==> config.mk <==
export PLATFORM = sky130hd
export DESIGN_NAME = mult_div_unit
export DESIGN_NICKNAME = d
export VERILOG_FILES = /design/src/rtl/muldiv_pkg.sv /design/src/rtl/mult_div_unit_div_step.sv /design/src/rtl/mult_div_unit.sv
export SDC_FILE = /design/constraint.sdc
export NUM_CORES = 1
export LEC_CHECK = 0
export CORE_UTILIZATION = 51
export DETAILED_ROUTE_END_ITERATION = 6
export PLACE_DENSITY = 0.72
export SLEW_MARGIN = 20
export SYNTH_ARGS = -nofsm -noshare
export SYNTH_HDL_FRONTEND = slang
export SYNTH_SLANG_ARGS = --single-unit
==> constraint.sdc <==
create_clock -name clk -period 9.3 [get_ports clk]
set_clock_uncertainty 0.05 [all_clocks]
set_input_delay 0.93 -clock clk [delete_from_list [all_inputs] [get_ports clk]]
set_output_delay 0.93 -clock clk [all_outputs]
set_load 0.01 [all_outputs]
==> src/rtl/muldiv_pkg.sv <==
// Shared types and constants for the sequential multiply/divide unit.
// Imported by the top level and by the division step.
package muldiv_pkg;

    typedef enum logic [1:0] {
        IDLE = 2'd0,
        RUN  = 2'd1,
        DONE = 2'd2
    } state_e;

    localparam logic OP_MULT = 1'b0;
    localparam logic OP_DIV  = 1'b1;

    localparam int DEF_WIDTH = 32;
    localparam int CNT_W     = $clog2(DEF_WIDTH);

endpackage

==> src/rtl/mult_div_unit_div_step.sv <==
// One restoring-division iteration on unsigned magnitudes.
// Shifts the next dividend bit into the remainder and tries a subtract.
module div_step
    import muldiv_pkg::*;
#(
    parameter int WIDTH = DEF_WIDTH
) (
    input  logic [WIDTH-1:0] rem,
    input  logic [WIDTH-1:0] quot,
    input  logic [WIDTH-1:0] divisor,
    output logic [WIDTH-1:0] rem_next,
    output logic [WIDTH-1:0] quot_next
);

    logic [WIDTH:0] trial;
    logic [WIDTH:0] diff;

    // Keep the difference when it does not borrow, otherwise restore.
    always_comb begin
        trial = {rem, quot[WIDTH-1]};
        diff  = trial - {1'b0, divisor};
        if (!diff[WIDTH]) begin
            rem_next  = diff[WIDTH-1:0];
            quot_next = {quot[WIDTH-2:0], 1'b1};
        end else begin
            rem_next  = trial[WIDTH-1:0];
            quot_next = {quot[WIDTH-2:0], 1'b0};
        end
    end

endmodule

==> src/rtl/mult_div_unit.sv <==
// Sequential signed MULT (radix-2 Booth) / DIV (restoring) unit.
// One FSM, one counter and shared working registers serve both ops.
module mult_div_unit
    import muldiv_pkg::*;
#(
    parameter int WIDTH = DEF_WIDTH
) (
    input  logic             clk,
    input  logic             reset,
    input  logic             start,
    input  logic             op,
    input  logic [WIDTH-1:0] a,
    input  logic [WIDTH-1:0] b,
    output logic             busy,
    output logic             done,
    output logic             div_zero,
    output logic [WIDTH-1:0] hi,
    output logic [WIDTH-1:0] lo
);

    localparam int CW = $clog2(WIDTH);
    localparam logic [CW-1:0] CNT_LAST = CW'(WIDTH - 1);
    localparam logic [CW-1:0] CNT_ONE  = CW'(1);

    state_e           state_q, state_d;
    logic [CW-1:0]    cnt_q, cnt_d;
    logic             fin_q, fin_d;
    logic             op_q, op_d;
    logic [WIDTH:0]   acc_q, acc_d;
    logic [WIDTH-1:0] wq_q, wq_d;
    logic [WIDTH-1:0] mc_q, mc_d;
    logic             qm1_q, qm1_d;
    logic             qneg_q, qneg_d;
    logic             rneg_q, rneg_d;
    logic             dz_q, dz_d;
    logic [WIDTH-1:0] hi_q, hi_d;
    logic [WIDTH-1:0] lo_q, lo_d;

    logic [WIDTH-1:0] abs_a, abs_b;
    logic [WIDTH:0]   mc_ext, sum;
    logic [WIDTH-1:0] rem_nx, quot_nx;

    div_step #(.WIDTH(WIDTH)) u_div_step (
        .rem       (acc_q[WIDTH-1:0]),
        .quot      (wq_q),
        .divisor   (mc_q),
        .rem_next  (rem_nx),
        .quot_next (quot_nx)
    );

    // Operand magnitudes and the Booth add/subtract for this iteration.
    always_comb begin
        abs_a  = a[WIDTH-1] ? -a : a;
        abs_b  = b[WIDTH-1] ? -b : b;
        mc_ext = {mc_q[WIDTH-1], mc_q};
        unique case ({wq_q[0], qm1_q})
            2'b01:   sum = acc_q + mc_ext;
            2'b10:   sum = acc_q - mc_ext;
            default: sum = acc_q;
        endcase
    end

    // Control FSM plus datapath next-state; hi/lo written only on DONE entry.
    always_comb begin
        state_d = state_q;
        cnt_d   = cnt_q;
        fin_d   = fin_q;
        op_d    = op_q;
        acc_d   = acc_q;
        wq_d    = wq_q;
        mc_d    = mc_q;
        qm1_d   = qm1_q;
        qneg_d  = qneg_q;
        rneg_d  = rneg_q;
        dz_d    = dz_q;
        hi_d    = hi_q;
        lo_d    = lo_q;
        case (state_q)
            IDLE: begin
                if (start) begin
                    op_d  = op;
                    cnt_d = '0;
                    fin_d = 1'b0;
                    acc_d = '0;
                    qm1_d = 1'b0;
                    dz_d  = 1'b0;
                    if (op == OP_DIV && b == '0) begin
                        state_d = DONE;
                        dz_d    = 1'b1;
                    end else begin
                        state_d = RUN;
                        if (op == OP_DIV) begin
                            wq_d   = abs_a;
                            mc_d   = abs_b;
                            qneg_d = a[WIDTH-1] ^ b[WIDTH-1];
                            rneg_d = a[WIDTH-1];
                        end else begin
                            wq_d = b;
                            mc_d = a;
                        end
                    end
                end
            end
            RUN: begin
                if (!fin_q) begin
                    if (op_q == OP_DIV) begin
                        acc_d = {1'b0, rem_nx};
                        wq_d  = quot_nx;
                    end else begin
                        acc_d = {sum[WIDTH], sum[WIDTH:1]};
                        wq_d  = {sum[0], wq_q[WIDTH-1:1]};
                        qm1_d = wq_q[0];
                    end
                    if (cnt_q == CNT_LAST) begin
                        fin_d = 1'b1;
                    end else begin
                        cnt_d = cnt_q + CNT_ONE;
                    end
                end else begin
                    state_d = DONE;
                    if (op_q == OP_DIV) begin
                        lo_d = qneg_q ? -wq_q : wq_q;
                        hi_d = rneg_q ? -acc_q[WIDTH-1:0]
                                      : acc_q[WIDTH-1:0];
                    end else begin
                        hi_d = acc_q[WIDTH-1:0];
                        lo_d = wq_q;
                    end
                end
            end
            DONE: begin
                state_d = IDLE;
            end
            default: begin
                state_d = IDLE;
            end
        endcase
    end

    // State and working registers; async reset aborts any operation.
    always_ff @(posedge clk or negedge reset) begin
        if (!reset) begin
            state_q <= IDLE;
            cnt_q   <= '0;
            fin_q   <= 1'b0;
            op_q    <= OP_MULT;
            acc_q   <= '0;
            wq_q    <= '0;
            mc_q    <= '0;
            qm1_q   <= 1'b0;
            qneg_q  <= 1'b0;
            rneg_q  <= 1'b0;
            dz_q    <= 1'b0;
            hi_q    <= '0;
            lo_q    <= '0;
        end else begin
            state_q <= state_d;
            cnt_q   <= cnt_d;
            fin_q   <= fin_d;
            op_q    <= op_d;
            acc_q   <= acc_d;
            wq_q    <= wq_d;
            mc_q    <= mc_d;
            qm1_q   <= qm1_d;
            qneg_q  <= qneg_d;
            rneg_q  <= rneg_d;
            dz_q    <= dz_d;
            hi_q    <= hi_d;
            lo_q    <= lo_d;
        end
    end

    assign busy     = (state_q != IDLE);
    assign done     = (state_q == DONE);
    assign div_zero = done & dz_q;
    assign hi       = hi_q;
    assign lo       = lo_q;

endmodule

==> impl_metrics.py, run 1 <==
metrics = {
    "global_route": {
        "grt_first_pass_wirelength_um": 77000,
        "grt_max_degree": 130,
        "antenna_found_initial": 0,
        "grt_usage": 0.321,
        "overflow": 0,
        "grt_pass1_vias": 13957,
    },
    "setup_path": {
        "crit_path_end_kind": "flip-flop",
        "critPathCapture": "acc_q[30]",
        "setup.worst_path.start_class": "flip-flop",
        "r2r_slack_ps": 4780,
        "regToRegStartpoint": "mc_q[1]",
        "reg2reg_depth": 17,
        "path_max_fanout": 6,
        "startpoint": "mc_q[1]",
        "cp.arrival_ps": 4830,
        "critPathKind": "flip-flop to flip-flop",
        "worstReg2RegEnd": "acc_q[30]",
        "required_ps": 9610,
    },
    "timing": {
        "setup_viol": 0,
        "finalSetupTns_ps": 0,
        "slew_headroom": 0.331,
        "tightest_slew_ps": 1000,
        "final_max_slew_viol_count": 0,
        "finalHoldViolations": 0,
        "rsz0062_at_grt": "false",
        "max_freq_mhz": 221,
        "finalCritPeriodShare": 0.486,
        "min_period_ps": 4520,
    },
    "drt": {
        "route.detailed.wl_per_inst_um": 20.2,
        "firstDrtPassIters": 6,
        "met1_length_um": 20700,
        "vias_per_cell": 6.13,
        "highest_layer": "met4",
        "drt-initial-drc-count": 1422,
        "routed_wirelength_um": 48400,
        "drc": 0,
        "ant_nets": 0,
        "met2_length_um": 22300,
        "met3_wirelength_um": 3500,
        "vias": 14677,
    },
    "finish": {
        "syn2layout_area_growth_pct": 13.7,
        "nFillCells": 2629,
        "antenna_cells": 0,
        "layout-drive-gt1-share": 0.0368,
        "fin_nets": 2140,
        "utilization": 0.594,
        "fin_area_sq_um": 17200,
    },
    "power": {
        "peakVddDrop_mv": 0.214,
        "p_leak_nw": 7.20,
        "power.density_nw_per_um2": 473,
    },
    "floorplan": {
        "fp.dieW_um": 174,
        "initial_core_util": 0.522,
        "fp.dieH_um": 174,
        "core_sq_um": 28900,
        "row_count": 62,
        "io_pins": 135,
        "dieArea_sq_um": 30300,
    },
    "synthesis": {
        "ys.warnings.count": 0,
        "syn-num-nets": 2091,
        "syn-instance-count": 1949,
        "ys_ff_latch": 174,
        "avgSynthCellArea_sq_um": 7.75,
        "ys_seq_area_frac": 0.288,
        "synthArstFlopShare": 1.00,
        "synth_cell_types": 70,
        "synth_edf_count": 0,
        "netlist_area_sq_um": 15100,
        "synth_flop_cell": "dfrtp_1",
    },
    "flow_run": {
        "cap_viol_max_count": 0,
    },
    "clocking": {
        "root_buffer": "clkbuf_16",
        "cts.clk_slew.worst_paths_ps": 80,
        "cts_tree": "yes",
        "clock_latency_ps": 450,
        "cts.sinks": 174,
        "cts-buffers-inserted": 17,
        "clock_path_buffers": 2,
        "cts.repair.resized": 0,
        "hold_buffers": 0,
        "cts_setup_buffers": 0,
        "htree_levels": 4,
    },
    "place": {
        "placed_cell_area_sq_um": 16600,
        "globalplace.congestion": 1.03,
        "port_buffers": 134,
        "dp_hpwl_um": 36300,
    },
    "min_path": {
        "hold_path_class": "primary input to async pin",
    },
    "outcome": {
        "status": "complete, no violations",
    },
}
-- Yosys cell counts, types with 17 or more instances --
cell type  count  area [sq um]
nand2_1      240           901
o21ai_0      230          1150
dfrtp_1      174          4350
a21oi_1      171           856
nor2_1       153           574
xor2_1       108           946
xnor2_1       96           841
clkbuf_1      95           357
ha_1          72           901
inv_1         72           270
mux2i_1       63           631
nand3_1       35           175
nor3_1        33           165
a21o_1        31           233
a31oi_1       24           150
nor4_1        24           150
o31ai_1       24           180
o211ai_1      23           173
nor2b_1       18           113
o41ai_1       18           158
a211oi_1      17           128
and2_1        17           106
nand4_1       17           106
-- stage by stage --
step	hold WS [ps]	power [mW]	worst slack, ps	std cells
2_1_floorplan	406	5.80	5590	1949
3_3_place_gp	410	7.19	4900	2363
3_5_place_dp	419	7.28	4800	2363
4_1_cts	371	8.05	4860	2395
5_1_grt	389	8.82	4440	2395
6_report	357	8.13	4780	2395
-- kinds of logic after synthesis --
kind of cell	count (synthesis)	share of synthesized area
AOI/OAI and AO/OA	631	0.253
xor gates and xnor gates	204	0.118
adders and majority gates	74	0.0623
buffers and inverters	191	0.0489
DFF	174	0.288
muxes	67	0.0447
and+or+nand+nor	608	0.185
-- flip-flops by register name, summed over array words and instances, names as in the netlist, 2 cells and up --
name and count:
acc_q 33, hi 32, lo 32, mc_q 32
wq_q 32, cnt_q 5, state_q 2
-- metal layers --
metal	vias to the layer above	track usage
li1	7082	-
met1	6850	0.425
met2	648	0.522
met3	97	0.0466
met4	0	0.139
met5	-	0
-- cell type report --
type	instances	area (sq um)	share of cell area
clock buffer	18	429	0.0250
clock inverter	14	146	0.00852
sequential	174	4360	0.253
timing repair buffer	147	1440	0.0835
tap	384	480	0.0279
multi-input combinational	1584	10100	0.586
inverter	74	278	0.0162
-- critical path, cell delays in order (launching register included) --
cell and delay (ps):
dfrtp_1 390, inv_1 160, ha_1 190, nor3b_1 450, nand3_1 290, nor3_1 640
nor2_1 110, xnor2_1 150, ha_1 370, a21o_1 200, a21o_1 130, a21oi_1 90
o21ai_0 300, o22ai_1 140, a31o_2 240, xor2_1 140, o21a_1 170, o31ai_1 210
-- worst min-delay path by stage --
stage | start | to | cells past startpoint | slack [ps]
2_1_floorplan | dz_q | dz_q | 1 | 410
3_3_place_gp | hi[15] | hi[15] | 2 | 410
3_5_place_dp | hi[3] | hi[3] | 2 | 420
4_1_cts | reset | hi[5] | 1 | 370
5_1_grt | reset | hi[23] | 1 | 390
6_report | reset | hi[5] | 1 | 360
-- placed cells by master (no fill, tap or decap), drive strengths merged, types with 23 or more instances in the layout --
cell	count
nand2	240
o21ai	232
dfrtp	174
a21oi	171
nor2	153
clkdlybuf4s50	132
xor2	108
xnor2	96
inv	81
ha	72
mux2i	63
nand3	35
nor3	33
a21o	31
nor4	24
o31ai	24
a31oi	24
o211ai	23
-- power breakdown --
group / leakage [nW] / switching [mW] / internal (mW)
Combinational: 4.74 / 3.29 / 2.47
Sequential: 2.19 / 0.525 / 1.12
Clock: 0.272 / 0.364 / 0.358
Total: 7.20 / 4.18 / 3.95
Note: power is estimated with default switching activity, not from simulation.
==> run 2: changes to the inputs <==
--- a/config.mk
+++ b/config.mk
@@ -7,7 +7,7 @@
 export LEC_CHECK = 0
 export CORE_UTILIZATION = 51
 export DETAILED_ROUTE_END_ITERATION = 6
-export PLACE_DENSITY = 0.72
+export PLACE_DENSITY = 0.75
 export SLEW_MARGIN = 20
 export SYNTH_ARGS = -nofsm -noshare
 export SYNTH_HDL_FRONTEND = slang
==> constraint.sdc (replaced) <==
create_clock -name clk -period 3.75 [get_ports clk]
set_clock_uncertainty 0.05 [all_clocks]
set_input_delay 0.375 -clock clk [delete_from_list [all_inputs] [get_ports clk]]
set_output_delay 0.375 -clock clk [all_outputs]
set_load 0.01 [all_outputs]
==> run 2 against run 1 <==
  * First-iteration DRC count decreased by 1.8%
  * Combinational power increased to 3.0 times the previous value
  * Clock power increased to 2.5 times the previous value
  * Power increased to 2.8 times the previous value
  * Cell area increased by 9.0%
  * Flip-flop and latch count unchanged
  * Critical path type unchanged
  * Fmax increased by 22%
  * Global-route usage increased by 1.2 points
  * Register-to-register slack got worse by 4700 ps
  * Highest routed layer unchanged
  * Clock-buffer cell count increased by 1
  * Sequential power increased by 120%
  * Worst hold slack improved by 50 ps
==> impl_metrics.py, run 2 (same netlist as run 1, synthesis figures left out) <==
metrics = {
    "outcome": {
        "status": "complete, no violations",
    },
    "floorplan": {
        "initial_core_util": 0.522,
        "core_sq_um": 28900,
        "fp.dieH_um": 174,
        "fp.dieW_um": 174,
        "dieArea_sq_um": 30300,
        "row_count": 62,
        "io_pins": 135,
    },
    "timing": {
        "final_max_slew_viol_count": 0,
        "max_freq_mhz": 270,
        "setup_viol": 0,
        "finalHoldViolations": 0,
        "slew_headroom": 0.418,
        "tightest_slew_ps": 870,
        "min_period_ps": 3700,
        "rsz0062_at_grt": "true",
        "finalCritPeriodShare": 0.986,
    },
    "setup_path": {
        "r2r_slack_ps": 50,
        "path_max_fanout": 4,
        "cp.arrival_ps": 4000,
        "crit_family": "compound AO/OA/AOI/OAI gates",
        "path_cells": "inv_2, ha_4, nor3b_4, nand3_4, nor3_4, buf_4, a31oi_1, xnor2_1, ha_1, buf_4, a21o_1, nor3_4, a211o_1, buf_6, a31o_2, xor2_1, o21a_1, o31ai_1",
        "required_ps": 4050,
        "worstReg2RegEnd": "acc_q[30]",
        "crit_cells": 18,
        "crit_slowest_cell": "dfrtp_1",
        "max_stage_delay_ps": 390,
        "crit_path_end_kind": "flip-flop",
        "regToRegStartpoint": "mc_q[1]",
        "critPathKind": "flip-flop to flip-flop",
        "critPathBufInv": 4,
        "reg2reg_depth": 18,
        "setup.worst_path.start_class": "flip-flop",
    },
    "drt": {
        "route.detailed.wl_per_inst_um": 19.9,
        "ant_nets": 0,
        "vias": 15437,
        "drt-initial-drc-count": 1397,
        "routed_wirelength_um": 50800,
        "vias_per_cell": 6.03,
        "drc": 0,
        "firstDrtPassIters": 6,
    },
    "clocking": {
        "root_buffer": "clkbuf_16",
        "cts.clk_slew.worst_paths_ps": 70,
        "clock_latency_ps": 450,
        "clock_path_buffers": 2,
        "htree_levels": 4,
        "cts.sinks": 174,
        "cts_tree": "yes",
        "cts-buffers-inserted": 17,
    },
    "finish": {
        "regMostFlops": "acc_q",
        "syn2layout_area_growth_pct": 24.0,
        "final_common_cell": "nand2_1",
        "layout_common_cells": "nand2_1 (238), o21ai_0 (225), dfrtp_1 (173)",
        "largest_register_ff_count": 33,
        "utilization": 0.647,
        "fin_nets": 2304,
        "layout-drive-gt1-share": 0.126,
    },
    "global_route": {
        "grtUsageMet3": 0.0392,
        "busiest_layer": "met2",
        "gr-usage-met2": 0.567,
        "overflow": 0,
        "grt_usage": 0.334,
        "grt_max_degree": 84,
        "antenna_found_initial": 0,
        "grt_first_pass_wirelength_um": 79600,
        "grt_pass1_vias": 14808,
        "grt_use_met1": 0.429,
    },
    "flow_run": {
        "cap_viol_max_count": 0,
    },
    "power": {
        "power_mw": 22.7,
        "power.density_nw_per_um2": 1210,
        "peakVddDrop_mv": 0.553,
        "p_leak_nw": 8.08,
    },
    "place": {
        "dp_hpwl_um": 39200,
        "port_buffers": 134,
        "globalplace.congestion": 1.00,
    },
    "min_path": {
        "hold_path_class": "primary input to async pin",
    },
}
==> run 2: layout make-up <==
class                      count  area, sq um
timing repair buffer         311         2750
multi-input combinational   1584        10300
tap                          384          480
sequential                   174         4360
antenna                        1         2.50
inverter                      74          278
clock inverter                13          144
fill                        2495        10200
clock buffer                  19          453
==> run 2: per-layer routing <==
layer | up-vias | routed length, um
met5 | - | 0
met4 | 0 | 1960
met3 | 104 | 3510
met2 | 688 | 24300
met1 | 7250 | 21100
li1 | 7395 | -
==> run 2: through the flow <==
step / hold WS [ps] / worst slack [ps] / cells / TNS, ps / area, sq um
floorplan: 29.4 / 44.8 / 1949 / 0 / 15100
global placement: 319 / -9.19 / 2515 / -9.19 / 17800
detailed placement: 329 / -163 / 2515 / -486 / 17800
CTS: 428 / 2.60 / 2549 / 0 / 18500
global route: 452 / -94.7 / 2559 / -594 / 18700
finish: 406 / 51.7 / 2560 / 0 / 18700
==> run 2: worst max-delay path by stage <==
stage | slack [ps] | from | endpoint
2_1_floorplan | 40 | mc_q[7] | acc_q[31]
3_3_place_gp | -9 | mc_q[0] | acc_q[24]
3_5_place_dp | -160 | mc_q[0] | acc_q[24]
4_1_cts | 3 | mc_q[0] | acc_q[31]
5_1_grt | -90 | mc_q[1] | acc_q[30]
6_report | 50 | mc_q[1] | acc_q[30]
==> run 2: timing repair <==
action / 4_1_cts / 5_1_grt
hold buffers: 1 / 0
endpoints found under the hold margin: 50 / 0
resized for setup: 5 / 52
setup endpoints to repair: 9 / 17
pin swaps: 1 / 29
setup buffers: 1 / 10
==> run 2: report_power, final <==
| group | switching [mW] | internal, mW | leakage, nW | total (mW) |
|---|---|---|---|---|
| Clock | 0.883 | 0.924 | 0.293 | 1.81 |
| Combinational | 9.32 | 7.83 | 5.59 | 17.2 |
| Sequential | 0.906 | 2.79 | 2.19 | 3.70 |
| Total | 11.1 | 11.5 | 8.08 | 22.7 |
